[src/rtl/cpa_pipe_stage.sv]
`default_nettype none
// ============================================================================
// Module      : cpa_pipe_stage
// Description : Two-stage carry-propagate adder that collapses the two-row
//               output of the 4-column GPC compressor tree into one 10-bit
//               binary sum. Valid/ready handshake on both sides; counts
//               consumed results.
// Revision    : 1.0 - initial release
// ============================================================================
module cpa_pipe_stage #(
   parameter int SPLIT = 5,   // low columns added in stage 1 (1..8)
   parameter int CNT_W = 16   // result counter width
) (
   input  logic             clk,
   input  logic             rst_n,
   input  logic             in_valid,
   output logic             in_ready,
   input  logic             dst0,
   input  logic [1:0]       dst1,
   input  logic             dst2,
   input  logic [1:0]       dst3,
   input  logic [1:0]       dst4,
   input  logic [1:0]       dst5,
   input  logic [1:0]       dst6,
   input  logic [1:0]       dst7,
   input  logic [1:0]       dst8,
   output logic             out_valid,
   input  logic             out_ready,
   output logic [9:0]       sum,
   output logic [CNT_W-1:0] res_cnt
);

   // Width of the high slice of each row handled in stage 2.
   localparam int HI_W = 9 - SPLIT;

   // Two 9-bit addend rows; columns 0 and 2 have height 1, so row B is 0 there.
   logic [8:0] row_a;
   logic [8:0] row_b;

   assign row_a = {dst8[0], dst7[0], dst6[0], dst5[0], dst4[0], dst3[0],
                   dst2, dst1[0], dst0};
   assign row_b = {dst8[1], dst7[1], dst6[1], dst5[1], dst4[1], dst3[1],
                   1'b0, dst1[1], 1'b0};

   // Stage-1 state
   logic             s1_valid_q, s1_valid_d;
   logic [SPLIT-1:0] s1_lo_q;
   logic             s1_c_q;
   logic [HI_W-1:0]  s1_hia_q;
   logic [HI_W-1:0]  s1_hib_q;

   // Stage-2 state
   logic             s2_valid_q, s2_valid_d;
   logic [SPLIT-1:0] s2_lo_q;
   logic [HI_W:0]    s2_hi_q;

   // Result counter
   logic [CNT_W-1:0] res_cnt_q, res_cnt_d;

   // Handshake qualifiers
   logic s2_free;
   logic advance;
   logic accept;
   logic consume;

   // Adder results
   logic [SPLIT:0] lo_sum;
   logic [HI_W:0]  hi_sum;

   // in_ready depends combinationally on out_ready through s2_free; this
   // lets a full pipeline keep accepting at full rate while draining.
   assign s2_free  = !s2_valid_q || out_ready;
   assign advance  = s1_valid_q && s2_free;
   assign in_ready = !s1_valid_q || s2_free;
   assign accept   = in_valid && in_ready;
   assign consume  = s2_valid_q && out_ready;

   // Low slice sum with carry out in the MSB; high slice absorbs that carry.
   assign lo_sum = {1'b0, row_a[SPLIT-1:0]} + {1'b0, row_b[SPLIT-1:0]};
   assign hi_sum = {1'b0, s1_hia_q} + {1'b0, s1_hib_q} + {{HI_W{1'b0}}, s1_c_q};

   // Next-state for the valid bits and the consumed-result counter.
   always_comb begin
      s1_valid_d = s1_valid_q;
      s2_valid_d = s2_valid_q;
      res_cnt_d  = res_cnt_q;
      if (accept) begin
         s1_valid_d = 1'b1;
      end else if (advance) begin
         s1_valid_d = 1'b0;
      end
      if (advance) begin
         s2_valid_d = 1'b1;
      end else if (out_ready) begin
         s2_valid_d = 1'b0;
      end
      if (consume) begin
         res_cnt_d = res_cnt_q + {{(CNT_W-1){1'b0}}, 1'b1};
      end
   end

   // Control registers: valid bits and counter.
   always_ff @(posedge clk or negedge rst_n) begin
      if (!rst_n) begin
         s1_valid_q <= 1'b0;
         s2_valid_q <= 1'b0;
         res_cnt_q  <= '0;
      end else begin
         s1_valid_q <= s1_valid_d;
         s2_valid_q <= s2_valid_d;
         res_cnt_q  <= res_cnt_d;
      end
   end

   // Stage-1 data: loads only when a new beat is accepted.
   always_ff @(posedge clk or negedge rst_n) begin
      if (!rst_n) begin
         s1_lo_q  <= '0;
         s1_c_q   <= 1'b0;
         s1_hia_q <= '0;
         s1_hib_q <= '0;
      end else if (accept) begin
         s1_lo_q  <= lo_sum[SPLIT-1:0];
         s1_c_q   <= lo_sum[SPLIT];
         s1_hia_q <= row_a[8:SPLIT];
         s1_hib_q <= row_b[8:SPLIT];
      end
   end

   // Stage-2 data: loads only when stage 1 advances, holds during stall.
   always_ff @(posedge clk or negedge rst_n) begin
      if (!rst_n) begin
         s2_lo_q <= '0;
         s2_hi_q <= '0;
      end else if (advance) begin
         s2_lo_q <= s1_lo_q;
         s2_hi_q <= hi_sum;
      end
   end

   assign out_valid = s2_valid_q;
   assign sum       = {s2_hi_q, s2_lo_q};
   assign res_cnt   = res_cnt_q;

endmodule
`default_nettype wire

[config.mk]
export PLATFORM = sky130hd
export DESIGN_NAME = cpa_pipe_stage
export DESIGN_NICKNAME = d
export VERILOG_FILES = /design/src/rtl/cpa_pipe_stage.sv
export SDC_FILE = /design/constraint.sdc
export NUM_CORES = 1
export LEC_CHECK = 0
export CAP_MARGIN = 20
export CORE_ASPECT_RATIO = 1.2
export CORE_UTILIZATION = 52
export DETAILED_ROUTE_END_ITERATION = 8
export MAX_ROUTING_LAYER = met4
export PLACE_DENSITY = 0.84
export SKIP_LAST_GASP = 1
export SLEW_MARGIN = 0
export SYNTH_ARGS = -nofsm -noshare
export SYNTH_HDL_FRONTEND = slang
export SYNTH_SLANG_ARGS = --single-unit
[constraint.sdc]
create_clock -name clk -period 4.2 [get_ports clk]
set_input_delay 1.05 -clock clk [delete_from_list [all_inputs] [get_ports clk]]
set_output_delay 1.05 -clock clk [all_outputs]
set_load 0.1 [all_outputs]
==> impl_metrics.toml, run 1 <==
[run_status]
status = "finished with violations"
violations = "design-rule violations"

[placement]
io_buffers = 47
dp_worst_setup_slack_ns = 1.06
place_congestion = 0.792
placedInstanceArea_um2 = 2400
dpl.hpwl_um = 2600

[worst_setup_path]
cp_data_required_time_ns = 3.15
path_buf_inv = 2
r2r_start = "s1_c_q"
crit_type = "in2out"
slowest_stage = "clkdlybuf4s50_1"
crit_path_max_incr_delay_ns = 0.54
path_cells = "clkdlybuf4s50_1, nand3b_1, buf_4"
crit_path_max_fanout = 5
cp.depth = 3
rr_worst_depth = 7
startpoint = "out_ready"
crit_family = "buffers and inverters"
worst_setup_path_start_kind = "input pin"
endpoint_kind = "primary output"
crit_arrival_ns = 2.10

[power_and_ir_drop]
combPwrFrac_pct = 50.2
p_switching_mw = 0.815
intPower_mw = 0.839
peakVddDrop_uv = 464
clkPwrFrac_pct = 15.0
powerDensity_nw_per_um2 = 667
p_sw_share_pct = 49.2
power.total_mw = 1.65
pwr-share-seq_pct = 34.7
power.leakage_nw = 1.14

[synthesis]
syn_avg_cell_area_um2 = 13.2
ys_ff_latch = 42
synth_cells = 144
synth_fp_nets = 174
ys_seq_area_share_pct = 55.2
yosys_warnings = 0
yosysUniqueCellTypes = 27
synth_area_um2 = 1900

[drt]
ant_nets = 0
drt-vias-per-instance = 5.37
drtIter0Drc = 50
wl_per_cell_um = 14.7
first_pass_iters = 6
num_vias = 1246
drcViolationCount = 4
drt_wl_total_um = 3420

[sta]
skew_ns = 0.00136
tns_ns = 0
setup_viol = 0
worst_pin_slew_ns = 0.995
drv_slew = 0
setup_ws_ns = 1.05
period_minus_slack_ns = 3.15
finalHoldViolCount = 0
maxSlewHeadroom_pct = 33.5
post-route-period-util_pct = 75.0
max_freq_ghz = 0.318
rsz0062_at_grt = "no"
holdWs_ns = 0.474

[grt]
grt_overflow = 0
grt_pass1_wl_um = 5620
antenna_found_initial = 0
grt_start_max_net_pins = 43
grt_pass1_vias = 1231
grtUsageTotal_pct = 20.7

[layout]
nets = 226
area_growth_pct = 30.3
n_fill_cell = 250
diodes = 0
finalInstanceArea_um2 = 2480
drive_gt1_share_pct = 17.4

[clock_network]
cts_num_sinks = 42
clk_latency_ns = 0.28
holdBufCountCts = 0
clk_pin_slew_ns = 0.07
cts_tree = "yes"
cts_setup_buffers = 0
h-tree-depth = 2
numCtsBuffers = 5
cts_resized = 0
clock_path_buffers = 2
root_buffer = "clkbuf_8"

[floorplanning]
io_pins = 48
fp.dieH_um = 68.3
core_area_um2 = 3420
initial_utilization_pct = 55.6
die_area_um2 = 3910
fp.dieW_um = 57.2
rows = 23

[job]
maxCapViolCount = 0

[worst_hold_path]
hold_path.class = "reg2reg"
hold_depth = 1
hp-start = "res_cnt[15]"
==> logic make-up after synthesis <==
group | share of synthesized area [%]
and+or+nand+nor | 11.9
AOI/OAI and AO/OA | 4.14
DFF | 55.2
muxes | 10.7
adders and majority gates | 7.36
xor gates and xnor gates | 9.14
buffers and inverters | 1.58
==> path summary, 6_finish.rpt <==
check                              end  slack [ns]
hold / removal             res_cnt[15]        0.47
hold reg to reg            res_cnt[15]        0.47
max in group asynchronous   s1_lo_q[2]        2.74
setup reg to reg            s2_hi_q[4]        2.51
min in group asynchronous   res_cnt[6]        0.90
setup / recovery              in_ready        1.05
==> per-stage QoR <==
step	utilization, %	std cells
finish	72.4	232
global route	72.4	232
CTS	72.4	232
detailed placement	70.0	226
global placement	70.0	226
floorplan	-	144
==> sequential cells by signal, indices dropped and copies added (netlist names), 4 cells and up <==
register and count:
s1_hia_q 4, s2_hi_q 5, res_cnt 16, s2_lo_q 5
s1_lo_q 5, s1_hib_q 4
==> cell usage in the layout, fill, tap and decap left out <==
cell              n
xnor2_1          11
inv_1             4
buf_2             1
and4_4            2
nand4_1           2
buf_4             1
clkdlybuf4s50_1  45
o21ai_0           7
a21o_1            3
nor3_2            1
and3_1            4
xor2_1            7
fa_1              2
nand2b_1          2
and4_1            1
nand3_1           3
xor2_2            1
nor2_1            1
mux2_2           18
or2b_1            1
dfrtp_1          42
nor3b_4           1
nand3b_1          1
clkbuf_8          6
nand2_1          13
a31oi_1           1
nand4_4           1
nand2_2           2
a21oi_1           3
ha_1              8
==> per-layer routing <==
metal | routed length [um] | vias up | track usage (%) | part of all wire, %
met5 | 0 | - | - | 0
met4 | 24 | 0 | 7.62 | 0.70
met3 | 149 | 2 | 7.18 | 4.4
met2 | 1820 | 35 | 34.3 | 53
met1 | 1420 | 615 | 23.4 | 41
li1 | - | 594 | - | -
==> synthesized netlist by cell type <==
library cell,n,share of area [%]
inv_1,4,0.79
nor2_1,1,0.20
buf_4,2,0.79
nand2b_1,2,0.66
nand4_1,2,0.66
nand3_1,3,0.79
nand4_4,1,1.1
nor3b_4,1,0.99
xor2_2,1,0.85
xnor2_1,11,5.1
mux2_2,18,11
ha_1,8,5.3
nor3_2,1,0.53
and4_1,1,0.46
fa_1,2,2.1
and4_4,2,1.2
nand2_1,13,2.6
a31oi_1,1,0.33
xor2_1,7,3.2
a21o_1,3,1.2
dfrtp_1,42,55
nand3b_1,1,0.39
or2b_1,1,0.39
o21ai_0,7,1.8
a21oi_1,3,0.79
nand2_2,2,0.66
and3_1,4,1.3
==> power by group through the flow <==
stage / Sequential [mW] / Combinational [mW] / Clock (mW)
final: 0.574 / 0.831 / 0.249
after global routing: 0.588 / 0.864 / 0.275
after floorplan: 1.05 / 0.159 / 0
after global placement: 0.574 / 0.820 / 0
after CTS: 0.575 / 0.839 / 0.255
after detailed placement: 0.583 / 0.838 / 0
==> layout make-up <==
type	instances	area, um^2	area share, %
well taps	37	46.3	1.87
inverters	4	15.0	0.605
multi-input cells	96	822	33.1
repair buffers	47	463	18.7
flip-flops and latches	42	1050	42.4
clock buffers	6	82.6	3.33
Note: power is estimated with default switching activity, not from simulation.
==> inputs of run 2 (changes only) <==
CORE_UTILIZATION = 48   (was 52)
PLACE_DENSITY = 0.78   (was 0.84)
clock period = 3.08 ns   (was 4.2 ns; I/O delays follow)
==> impl_metrics.toml, run 2 (synthesized netlist as in run 1, its figures left out) <==
[sta]
rsz0062_at_grt = "no"
post-route-period-util_pct = 82.5
finalHoldViolCount = 0
skew_ns = 0.00727
maxSlewHeadroom_pct = 39.9
tns_ns = 0
drv_slew = 0
worst_pin_slew_ns = 0.902
setup_ws_ns = 0.539
max_freq_ghz = 0.394
setup_viol = 0
period_minus_slack_ns = 2.54

[worst_setup_path]
startpoint = "out_ready"
cp_data_required_time_ns = 2.31
rrSetupSlack_ns = 1.40
r2r_start = "s1_c_q"
cp.depth = 3
crit_path_max_fanout = 5
path_buf_inv = 2
worst_setup_path_start_kind = "input pin"
crit_path_max_incr_delay_ns = 0.48
path_cells = "clkdlybuf4s50_1, nand3b_1, buf_12"
rr_worst_depth = 7
slowest_stage = "clkdlybuf4s50_1"
crit_type = "in2out"
endpoint = "in_ready"
crit_arrival_ns = 1.77
endpoint_kind = "primary output"
rr_endpoint = "s2_hi_q[4]"
crit_family = "buffers and inverters"

[grt]
grt_pass1_vias = 1273
grtUsageTotal_pct = 19.1
antenna_found_initial = 0
grt_start_max_net_pins = 43
grt_overflow = 0
grt_pass1_wl_um = 5800

[layout]
drive_gt1_share_pct = 32.0
area_growth_pct = 28.9
finalInstanceArea_um2 = 2450
final_cell_mix = "dfrtp_1, buf_4, mux2_2, clkdlybuf4s50_1, nand2_1"
largest_reg_flops = 16
layout_commonest_cell = "dfrtp_1"
nets = 226
diodes = 0

[drt]
first_pass_iters = 3
wl_per_cell_um = 13.3
drtIter0Drc = 68
drt_wl_total_um = 3300
drt-vias-per-instance = 5.04
ant_nets = 0
drcViolationCount = 0
num_vias = 1256

[placement]
dpl.hpwl_um = 2510
placedInstanceArea_um2 = 2360
io_buffers = 47
place_congestion = 0.782
dp_worst_setup_slack_ns = 0.537

[power_and_ir_drop]
peakVddDrop_uv = 454
power.leakage_nw = 1.19
powerDensity_nw_per_um2 = 913

[floorplanning]
initial_utilization_pct = 51.1
die_area_um2 = 4220
core_area_um2 = 3720
io_pins = 48
rows = 24
fp.dieW_um = 59.5
fp.dieH_um = 71.0

[clock_network]
clk_pin_slew_ns = 0.07
root_buffer = "clkbuf_8"
clock_path_buffers = 2
h-tree-depth = 2
cts_setup_buffers = 0
numCtsBuffers = 5
clk_latency_ns = 0.29
cts_resized = 0
cts_num_sinks = 42
cts_tree = "yes"
holdBufCountCts = 0

[worst_hold_path]
hp-start = "res_cnt[15]"
hold_path.class = "reg2reg"
hold_depth = 1

[job]
maxCapViolCount = 0

[run_status]
status = "complete, no violations"
[run 2: cell count changes in the layout (fill, tap and decap cells not counted)]
cell	before	now
clkdlybuf4s50_1	45	18
buf_4	1	27
buf_12	0	1
clkbuf_1	0	1
clkinv_2	0	1
dfrtp_1	42	41
dfrtp_2	0	1
[run 2: routing by layer]
layer  up-vias  track usage (%)  share of wire (%)
li1        596                -                  -
met1       616             22.7                 41
met2        38             30.5                 52
met3         6             5.67                5.7
met4         0             6.35                1.5
met5         -                -                  0
[run 2: area by class of cell]
type	count	area, um^2
multi-input cells	96	822
repair buffers	47	408
fillers	312	1270
inverters	4	15.0
well taps	52	65.1
flip-flops and latches	42	1050
clock buffers	7	86.3
clock inverters	1	5.00
[run 2: metrics by stage]
step	utilization, %	hold slack, ns	power [mW]	instances
after floorplan	-	0.446	1.64	144
after global placement	63.4	0.459	1.87	241
after detailed placement	63.4	0.464	1.90	241
after CTS	65.9	0.478	2.26	249
after global routing	65.9	0.487	2.35	249
final	65.9	0.470	2.24	249
[run 2: where the power goes]
part | switching, mW | internal [mW]
Sequential | 0.112 | 0.672
Combinational | 0.829 | 0.268
Clock | 0.178 | 0.181
[run 2: how the worst min path moves through the flow]
| stage | endpoint | slack, ns |
|---|---|---|
| finish | res_cnt[15] | 0.47 |
| CTS | res_cnt[15] | 0.48 |
| global route | res_cnt[15] | 0.49 |
| global placement | s1_lo_q[3] | 0.46 |
| floorplan | s1_lo_q[3] | 0.45 |
| detailed placement | res_cnt[15] | 0.46 |
